## config.mk

```make
export PLATFORM = sky130hd
export DESIGN_NAME = pretrig_capture_ctrl_flat
export DESIGN_NICKNAME = d
export VERILOG_FILES = /design/src/rtl/pretrig_capture_ctrl_if.sv /design/src/rtl/pretrig_capture_ctrl.sv /design/src/flat_wrapper.sv
export SDC_FILE = /design/constraint.sdc
export NUM_CORES = 1
export LEC_CHECK = 0
export ABC_AREA = 1
export BUFFER_PORTS_ARGS = -buffer_cell sky130_fd_sc_hd__buf_2
export CAP_MARGIN = 20
export CORE_MARGIN = 4
export CORE_UTILIZATION = 53
export CTS_CLUSTER_DIAMETER = 80
export DETAILED_ROUTE_END_ITERATION = 8
export PLACE_DENSITY = 0.84
export SYNTH_ARGS = -nofsm -noshare
export SYNTH_HDL_FRONTEND = slang
export SYNTH_SLANG_ARGS = --single-unit
```

## constraint.sdc

```tcl
create_clock -name clk -period 2.15 [get_ports clk]
set_clock_uncertainty 0.15 [all_clocks]
set_input_delay 0.1075 -clock clk [delete_from_list [all_inputs] [get_ports clk]]
set_output_delay 0.1075 -clock clk [all_outputs]
set_load 0.03 [all_outputs]
```

## src/rtl/pretrig_capture_ctrl_if.sv

```systemverilog
// Pre-trigger capture control bundle: run control inputs, FIFO controls,
// capture framing and status. master = run controller side, slave = ctrl.
interface pretrig_capture_ctrl_if #(
    parameter int SW = 13,
    parameter int PW = 16
);
    logic          start;
    logic          abort;
    logic [SW-1:0] cfg_sample_num;
    logic [PW-1:0] cfg_pulse_num;
    logic          trigger_in;
    logic          fifo_srst;
    logic          fifo_wr_en;
    logic          fifo_rd_en;
    logic          cap_valid;
    logic          cap_first;
    logic          cap_last;
    logic [SW-1:0] sample_idx;
    logic [PW-1:0] pulse_idx;
    logic          busy;
    logic          done;
    logic          trig_missed;

    modport master (
        output start, abort, cfg_sample_num, cfg_pulse_num, trigger_in,
        input  fifo_srst, fifo_wr_en, fifo_rd_en,
        input  cap_valid, cap_first, cap_last, sample_idx, pulse_idx,
        input  busy, done, trig_missed
    );

    modport slave (
        input  start, abort, cfg_sample_num, cfg_pulse_num, trigger_in,
        output fifo_srst, fifo_wr_en, fifo_rd_en,
        output cap_valid, cap_first, cap_last, sample_idx, pulse_idx,
        output busy, done, trig_missed
    );
endinterface

```

## src/rtl/pretrig_capture_ctrl.sv

```systemverilog
// Pre-trigger FIFO sequencer: flush, pre-fill to PRE_NUM, arm, capture
// framed bursts per trigger. Ports: clk, rst_n, bus (slave modport).
module pretrig_capture_ctrl #(
    parameter int PRE_NUM   = 253,
    parameter int FLUSH_CYC = 4,
    parameter int SW        = 13,
    parameter int PW        = 16
) (
    input logic                   clk,
    input logic                   rst_n,
    pretrig_capture_ctrl_if.slave bus
);
    localparam int FW = $clog2(PRE_NUM + 1);
    localparam int CW = (SW > FW) ? SW : FW;

    typedef enum logic [2:0] {
        S_IDLE,
        S_FLUSH,
        S_FILL,
        S_ARMED,
        S_CAPTURE,
        S_DONE
    } state_t;

    state_t        state;
    state_t        state_nx;
    logic [CW-1:0] cnt;
    logic [CW-1:0] cnt_nx;
    logic [SW-1:0] n_lat;
    logic [PW-1:0] p_lat;
    logic [PW-1:0] pcnt;
    logic [PW-1:0] pcnt_nx;
    logic [SW-1:0] n_cfg;
    logic [PW-1:0] p_cfg;
    logic          trig_d;
    logic          trig_rise;
    logic          flush_end;
    logic          fill_end;
    logic          cap_end;
    logic          last_pulse;
    logic          accept;

    logic          srst_q,  srst_nx;
    logic          wr_q,    wr_nx;
    logic          rd_q,    rd_nx;
    logic          cv_q,    cv_nx;
    logic          first_q, first_nx;
    logic          last_q,  last_nx;
    logic          busy_q,  busy_nx;
    logic          done_q,  done_nx;
    logic          miss_q,  miss_nx;
    logic [SW-1:0] sidx_q,  sidx_nx;
    logic [PW-1:0] pidx_q,  pidx_nx;

    assign trig_rise  = bus.trigger_in & ~trig_d;
    assign flush_end  = (cnt == CW'(FLUSH_CYC - 1));
    assign fill_end   = (cnt == CW'(PRE_NUM - 1));
    assign cap_end    = (cnt == CW'(n_lat - SW'(1)));
    assign last_pulse = (pcnt == p_lat - PW'(1));
    assign accept     = (state == S_IDLE) & bus.start & ~bus.abort;

    // Zero-length bursts/runs are treated as one word / one burst
    assign n_cfg = (bus.cfg_sample_num == '0) ? SW'(1) : bus.cfg_sample_num;
    assign p_cfg = (bus.cfg_pulse_num == '0) ? PW'(1) : bus.cfg_pulse_num;

    // State register; all outputs are registered copies of their next values
    always_ff @(posedge clk or negedge rst_n) begin
        if (!rst_n) begin
            state   <= S_IDLE;
            cnt     <= '0;
            pcnt    <= '0;
            n_lat   <= '0;
            p_lat   <= '0;
            trig_d  <= 1'b0;
            srst_q  <= 1'b0;
            wr_q    <= 1'b0;
            rd_q    <= 1'b0;
            cv_q    <= 1'b0;
            first_q <= 1'b0;
            last_q  <= 1'b0;
            busy_q  <= 1'b0;
            done_q  <= 1'b0;
            miss_q  <= 1'b0;
            sidx_q  <= '0;
            pidx_q  <= '0;
        end else begin
            state   <= state_nx;
            cnt     <= cnt_nx;
            pcnt    <= pcnt_nx;
            trig_d  <= bus.trigger_in;
            srst_q  <= srst_nx;
            wr_q    <= wr_nx;
            rd_q    <= rd_nx;
            cv_q    <= cv_nx;
            first_q <= first_nx;
            last_q  <= last_nx;
            busy_q  <= busy_nx;
            done_q  <= done_nx;
            miss_q  <= miss_nx;
            sidx_q  <= sidx_nx;
            pidx_q  <= pidx_nx;
            if (accept) begin
                n_lat <= n_cfg;
                p_lat <= p_cfg;
            end
        end
    end

    always_comb begin
        state_nx = state;
        cnt_nx   = '0;
        pcnt_nx  = pcnt;
        unique case (state)
            S_IDLE: begin
                pcnt_nx = '0;
                if (bus.start) state_nx = S_FLUSH;
            end
            S_FLUSH: begin
                cnt_nx = cnt + CW'(1);
                if (flush_end) begin
                    state_nx = S_FILL;
                    cnt_nx   = '0;
                end
            end
            S_FILL: begin
                cnt_nx = cnt + CW'(1);
                if (fill_end) begin
                    state_nx = S_ARMED;
                    cnt_nx   = '0;
                end
            end
            S_ARMED: begin
                if (trig_rise) state_nx = S_CAPTURE;
            end
            S_CAPTURE: begin
                cnt_nx = cnt + CW'(1);
                if (cap_end) begin
                    cnt_nx = '0;
                    if (last_pulse) begin
                        state_nx = S_DONE;
                    end else begin
                        state_nx = S_ARMED;
                        pcnt_nx  = pcnt + PW'(1);
                    end
                end
            end
            S_DONE: state_nx = S_IDLE;
            default: state_nx = S_IDLE;
        endcase
        if (bus.abort) begin
            state_nx = S_IDLE;
            cnt_nx   = '0;
            pcnt_nx  = '0;
        end
    end

    // Enables follow the state being entered; capture framing trails the
    // read by one cycle to match the FIFO read latency.
    always_comb begin
        srst_nx  = (state_nx == S_FLUSH);
        wr_nx    = (state_nx == S_FILL) | (state_nx == S_ARMED) |
                   (state_nx == S_CAPTURE);
        rd_nx    = (state_nx == S_ARMED) | (state_nx == S_CAPTURE);
        busy_nx  = (state_nx != S_IDLE);
        done_nx  = (state_nx == S_DONE);
        cv_nx    = (state == S_CAPTURE) & rd_q & ~bus.abort;
        first_nx = cv_nx & (cnt == '0);
        last_nx  = cv_nx & cap_end;
        sidx_nx  = cv_nx ? cnt[SW-1:0] : '0;
        pidx_nx  = bus.abort ? '0 : pcnt;
        miss_nx  = trig_rise & ~bus.abort &
                   ((state == S_FLUSH) | (state == S_FILL) |
                    (state == S_CAPTURE) | (state == S_DONE));
    end

    assign bus.fifo_srst   = srst_q;
    assign bus.fifo_wr_en  = wr_q;
    assign bus.fifo_rd_en  = rd_q;
    assign bus.cap_valid   = cv_q;
    assign bus.cap_first   = first_q;
    assign bus.cap_last    = last_q;
    assign bus.sample_idx  = sidx_q;
    assign bus.pulse_idx   = pidx_q;
    assign bus.busy        = busy_q;
    assign bus.done        = done_q;
    assign bus.trig_missed = miss_q;
endmodule
```

## src/flat_wrapper.sv

```systemverilog
// flat-port wrapper written by rule: the top's interface ports become plain ports
module pretrig_capture_ctrl_flat 
#(
    parameter int PRE_NUM   = 253,
    parameter int FLUSH_CYC = 4,
    parameter int SW        = 13,
    parameter int PW        = 16
)
  (clk, rst_n, bus_start, bus_abort, bus_cfg_sample_num, bus_cfg_pulse_num, bus_trigger_in, bus_fifo_srst, bus_fifo_wr_en, bus_fifo_rd_en, bus_cap_valid, bus_cap_first, bus_cap_last, bus_sample_idx, bus_pulse_idx, bus_busy, bus_done, bus_trig_missed);
  pretrig_capture_ctrl_if #(.SW(SW), .PW(PW)) bus_i ();
  input logic clk;
  input logic rst_n;
  input wire logic [$bits(bus_i.start)-1:0] bus_start;
  input wire logic [$bits(bus_i.abort)-1:0] bus_abort;
  input wire logic [$bits(bus_i.cfg_sample_num)-1:0] bus_cfg_sample_num;
  input wire logic [$bits(bus_i.cfg_pulse_num)-1:0] bus_cfg_pulse_num;
  input wire logic [$bits(bus_i.trigger_in)-1:0] bus_trigger_in;
  output wire logic [$bits(bus_i.fifo_srst)-1:0] bus_fifo_srst;
  output wire logic [$bits(bus_i.fifo_wr_en)-1:0] bus_fifo_wr_en;
  output wire logic [$bits(bus_i.fifo_rd_en)-1:0] bus_fifo_rd_en;
  output wire logic [$bits(bus_i.cap_valid)-1:0] bus_cap_valid;
  output wire logic [$bits(bus_i.cap_first)-1:0] bus_cap_first;
  output wire logic [$bits(bus_i.cap_last)-1:0] bus_cap_last;
  output wire logic [$bits(bus_i.sample_idx)-1:0] bus_sample_idx;
  output wire logic [$bits(bus_i.pulse_idx)-1:0] bus_pulse_idx;
  output wire logic [$bits(bus_i.busy)-1:0] bus_busy;
  output wire logic [$bits(bus_i.done)-1:0] bus_done;
  output wire logic [$bits(bus_i.trig_missed)-1:0] bus_trig_missed;
  assign bus_i.start = bus_start;
  assign bus_i.abort = bus_abort;
  assign bus_i.cfg_sample_num = bus_cfg_sample_num;
  assign bus_i.cfg_pulse_num = bus_cfg_pulse_num;
  assign bus_i.trigger_in = bus_trigger_in;
  assign bus_fifo_srst = bus_i.fifo_srst;
  assign bus_fifo_wr_en = bus_i.fifo_wr_en;
  assign bus_fifo_rd_en = bus_i.fifo_rd_en;
  assign bus_cap_valid = bus_i.cap_valid;
  assign bus_cap_first = bus_i.cap_first;
  assign bus_cap_last = bus_i.cap_last;
  assign bus_sample_idx = bus_i.sample_idx;
  assign bus_pulse_idx = bus_i.pulse_idx;
  assign bus_busy = bus_i.busy;
  assign bus_done = bus_i.done;
  assign bus_trig_missed = bus_i.trig_missed;
  pretrig_capture_ctrl #(.PRE_NUM(PRE_NUM), .FLUSH_CYC(FLUSH_CYC), .SW(SW), .PW(PW)) u_core (.clk(clk), .rst_n(rst_n), .bus(bus_i));
endmodule
```

==> impl.org <==
** Synth
- nand2_1 is the most common cell in the netlist.
- The synthesized design contains 0 enable-type register cells.
- Ranked by total cell area, the synthesized netlist is headed by dfrtp_1 (44%), nand2_1 (14%), nor2_1 (7.2%).
- For this run, the leading register cell type out of synthesis is dfrtp_1.
- After technology mapping, the gate count stands at 764.
- Leading post-synthesis cells by instance count :: nand2_1 (208), nor2_1 (110), inv_1 (101)
- Averaged over all synthesized cells, the footprint is 7.46 sq um.
- The share of the Yosys chip area taken by registers is 0.439.
- In this run, distinct cell masters in the synthesized netlist total 36.
- Summing every instance area after synthesis gives 0.00570 sq mm.
- Synth area leader :: dfrtp_1
- Yosys reg bits :: 100
- Share of synthesized flip-flops with an asynchronous set or reset :: 1.00
- Number of warnings reported in the yosys synthesis log :: 0
- Top-area cell type share of the netlist area :: 0.439
- When the netlist entered floorplanning its net count stood at 803.

** Placement
- The congestion estimate from routability-driven global placement came to 0.936.
- Cell Count Post-Placement :: 1011
- Count of input and output buffers :: 71
- Once detailed placement completed, the half-perimeter wirelength came to 10100 um.
- Prior to clock tree synthesis, the placed netlist has a worst setup slack of -0.205 ns.

** Critical path
- Minimum setup slack among reg-to-reg paths :: -0.26 ns
- Peak per-stage delay on the critical path :: 0.41 ns
- Largest delay share family, worst path :: simple AND/OR/NAND/NOR gates
- Setup CP Type :: flip-flop to flip-flop
- For the worst flop-to-flop path, the logic depth is 14.
- STA classifies the critical path endpoint as a flip-flop.
- The number of buffers and inverters on the critical path is 3.
- In this run the critical register-to-register path is launched from u_core.n_lat[1].
- CP Data Arrival Time :: 2.54 ns
- Reg2Reg Capture Point :: u_core.pcnt[5]
- Data required time at the worst endpoint :: 2.28 ns
- The signal on the critical path passes through inv_2, ha_4, nand3_4, nor2_2, inv_1, nand3_1, nand2_1, nor2_1, nand4_1, o21ai_2, nand3_4, clkbuf_16, nand2_4, o21ai_2.
- On the critical path, the stage with the largest delay is an instance of dfrtp_1.
- Of all nets on the critical path, the largest fanout is 8.
- Type of element launching the critical path :: flip-flop

** Floorplanning
- The initialized floorplan defines 37 standard-cell rows.
- Width of the chip :: 112 um
- Core Box Area :: 0.0104 sq mm
- Die Area :: 0.0125 sq mm
- Starting utilization of the core area :: 0.547
- Die Ht :: 112 um
- Top Ports :: 72

** Outcome
- The final reports fail on setup timing.
- The run finished, with violations left.

** Cells and area
- Counting the fill cells in the layout gives 738.
- For this run, the post-layout net count is 966.
- Growth of design area from synthesis to finish :: 34.5%
- Utilization after layout :: 0.736
- Final instance count without filler cells :: 1068
- Share of post-route cells with drive strength above 1 :: 0.304
- The repair_antennas step left the layout with diodes totalling 0.

** Drt
- The first detailed-routing pass ran for 6 iterations.
- Total number of vias :: 5612
- In the routed design, unresolved DRC markers number 0.
- Drt first-iter violations :: 568
- The detail route stage leaves a number of antenna-violating nets equal to 0.
- Average wire length per cell after detail routing :: 14.6 um
- After detailed routing, the total wire length is 15600 um.
- Via count normalized by instance count :: 5.25

** STA
- Final critical-path setup slack :: -0.262 ns
- For the pin with the worst max-slew slack, the measured transition is 0.545 ns.
- The routed design could run at a clock period as short as 2.41 ns.
- Post-route fraction of the period consumed by the critical path :: 1.12
- The number of hold violations in the final report was 0.
- Final Slew Violations :: 0
- Worst hold slack across all endpoints :: 0.0475 ns
- Setup repair after global routing missed its margin :: yes
- Headroom to the max-slew limit came out at 0.633.
- Setup violations remaining at the end of the flow were counted as 36.
- Highest Clock Rate :: 0.415 GHz

** Global route
- Met3 global-route usage :: 0.0342
- For this run, the total global-route usage over all layers was measured as 0.225.
- After global routing, the most crowded layer is met2.
- The number of global-route vias before repair came to 4923.
- Pin count of the biggest net entering global routing :: 45
- The first global-routing pass estimated 23100 um of wire.
- For met2 alone, demand over resource in global routing was 0.349.
- Number of antenna violations at the first check in global routing :: 0
- Met1 GRT Util :: 0.325
- For this run the aggregate overflow at the end of global routing stands at 0.

** CTS
- Clock insertion delay at the later pin of the skew report :: 0.39 ns
- TritonCTS clock tree :: done
- CTS sink count :: 100
- Number of buffers added by the clock tree synthesis step :: 9
- The tree is rooted in a clkbuf_8.
- Clk buf depth :: 2
- Clock slew at the register clock pins of the worst setup and hold paths :: 0.10 ns
- The H-tree was split into 3 levels.

** Power
- After layout, the design draws a total of 4740 uW.
- The analysis attributes to cell leakage a power of 0.00388 uW.
- Dividing total power by cell area gives a power density of 618 mW/mm^2.
- IR drop worst, VDD :: 0.397 mV

** Flow run
- Max Cap Viol :: 0

** Min path
- Tightest Hold Check Type :: input port to async pin
worst register-to-register path: stages (launching register included):
cell       delay, ns
dfrtp_1         0.41
inv_2           0.09
ha_4            0.17
nand3_4         0.11
nor2_2          0.18
inv_1           0.08
nand3_1         0.08
nand2_1         0.08
nor2_1          0.09
nand4_1         0.12
o21ai_2         0.24
nand3_4         0.17
clkbuf_16       0.23
nand2_4         0.07
o21ai_2         0.06
through the flow:
step | setup TNS [ns] | instance area, sq um
after floorplan | 0 | 5710
after global placement | -1.58 | 6610
after detailed placement | -3.56 | 6610
after CTS | -2.13 | 7280
after global routing | -10.06 | 7670
final | -6.64 | 7670
logic make-up (layout without fill, tap and decap cells):
logic type               count (synthesis)  after routing  share of synthesized area
AO/OA/AOI/OAI                           65             65                     0.0740
adder cells (fa/ha/maj)                  5              5                     0.0110
XOR/XNOR                                36             36                     0.0553
buffers and inverters                  118            286                     0.0825
flip-flops                             100            100                      0.439
AND/OR/NAND/NOR                        440            440                      0.338
layout make-up:
type,instances,area [sq um],share of cell area
multi-input cells,546,3130,0.408
flip-flops and latches,100,2500,0.327
repair buffers,167,1270,0.166
inverters,103,387,0.0504
well taps,136,170,0.0222
clock buffers,11,141,0.0184
clock inverters,5,61.3,0.00799
worst max path at each step:
stage / slack [ns] / from / cells after the start / end
2_1_floorplan: 0.03 / u_core.n_lat[0] / 14 / u_core.pcnt[13]
3_3_place_gp: -0.11 / u_core.p_lat[0] / 14 / u_core.bus.busy
5_1_grt: -0.33 / u_core.n_lat[1] / 14 / u_core.pcnt[5]
6_report: -0.26 / u_core.n_lat[1] / 14 / u_core.pcnt[5]
3_5_place_dp: -0.20 / u_core.p_lat[0] / 14 / u_core.bus.busy
4_1_cts: -0.09 / u_core.n_lat[1] / 14 / u_core.pcnt[6]
per-layer routing:
layer  part of all wire  vias up
met5                  0        -
met2               0.47      277
met3              0.077       47
met1               0.44     2556
li1                   -     2732
met4              0.022        0
power breakdown:
part / internal [uW] / total [uW] / switching [uW]
sequential: 1990 / 2110 / 126
combinational: 606 / 1380 / 772
clock: 575 / 1260 / 681
total: 3170 / 4740 / 1580
layout by cell type, fill, tap and decap left out, types with 3 or more instances in the layout:
| cell | count |
|---|---|
| clkbuf_8 | 10 |
| nor2_2 | 27 |
| inv_1 | 93 |
| xnor2_1 | 11 |
| a21oi_1 | 6 |
| ha_1 | 3 |
| nand2_4 | 14 |
| dlygate4sd3_1 | 32 |
| nor2_4 | 14 |
| clkinv_4 | 3 |
| nand3_1 | 45 |
| buf_6 | 7 |
| nand3_2 | 9 |
| nand3_4 | 4 |
| o211ai_1 | 3 |
| o21ai_0 | 27 |
| nor2_1 | 82 |
| buf_2 | 70 |
| clkbuf_16 | 3 |
| nor3_1 | 12 |
| nand4_1 | 10 |
| nand2_1 | 182 |
| buf_12 | 3 |
| inv_2 | 10 |
| nand2_2 | 21 |
| dfrtp_1 | 98 |
| a21oi_2 | 3 |
| xor2_1 | 24 |
| o21ai_2 | 17 |
| buf_4 | 52 |
| nor4_1 | 11 |
sequential cells by signal, summed over array words and instances, names as in the netlist, 3 cells and up:
register	cells
u_core.state	3
u_core.p_lat	16
u_core.pcnt	16
u_core.bus.sample_idx	13
u_core.cnt	13
u_core.bus.pulse_idx	16
u_core.n_lat	13
timing repair:
| action | CTS | global route |
|---|---|---|
| setup buffers | 1 | 4 |
| setup endpoints to repair | 37 | 46 |
| pin swaps | 17 | 44 |
| cloned | 0 | 4 |
| hold buffers | 32 | 0 |
| hold endpoints to repair | 130 | 0 |
| resized for setup | 33 | 82 |
No activity file was read; power rests on OpenSTA's default activity.
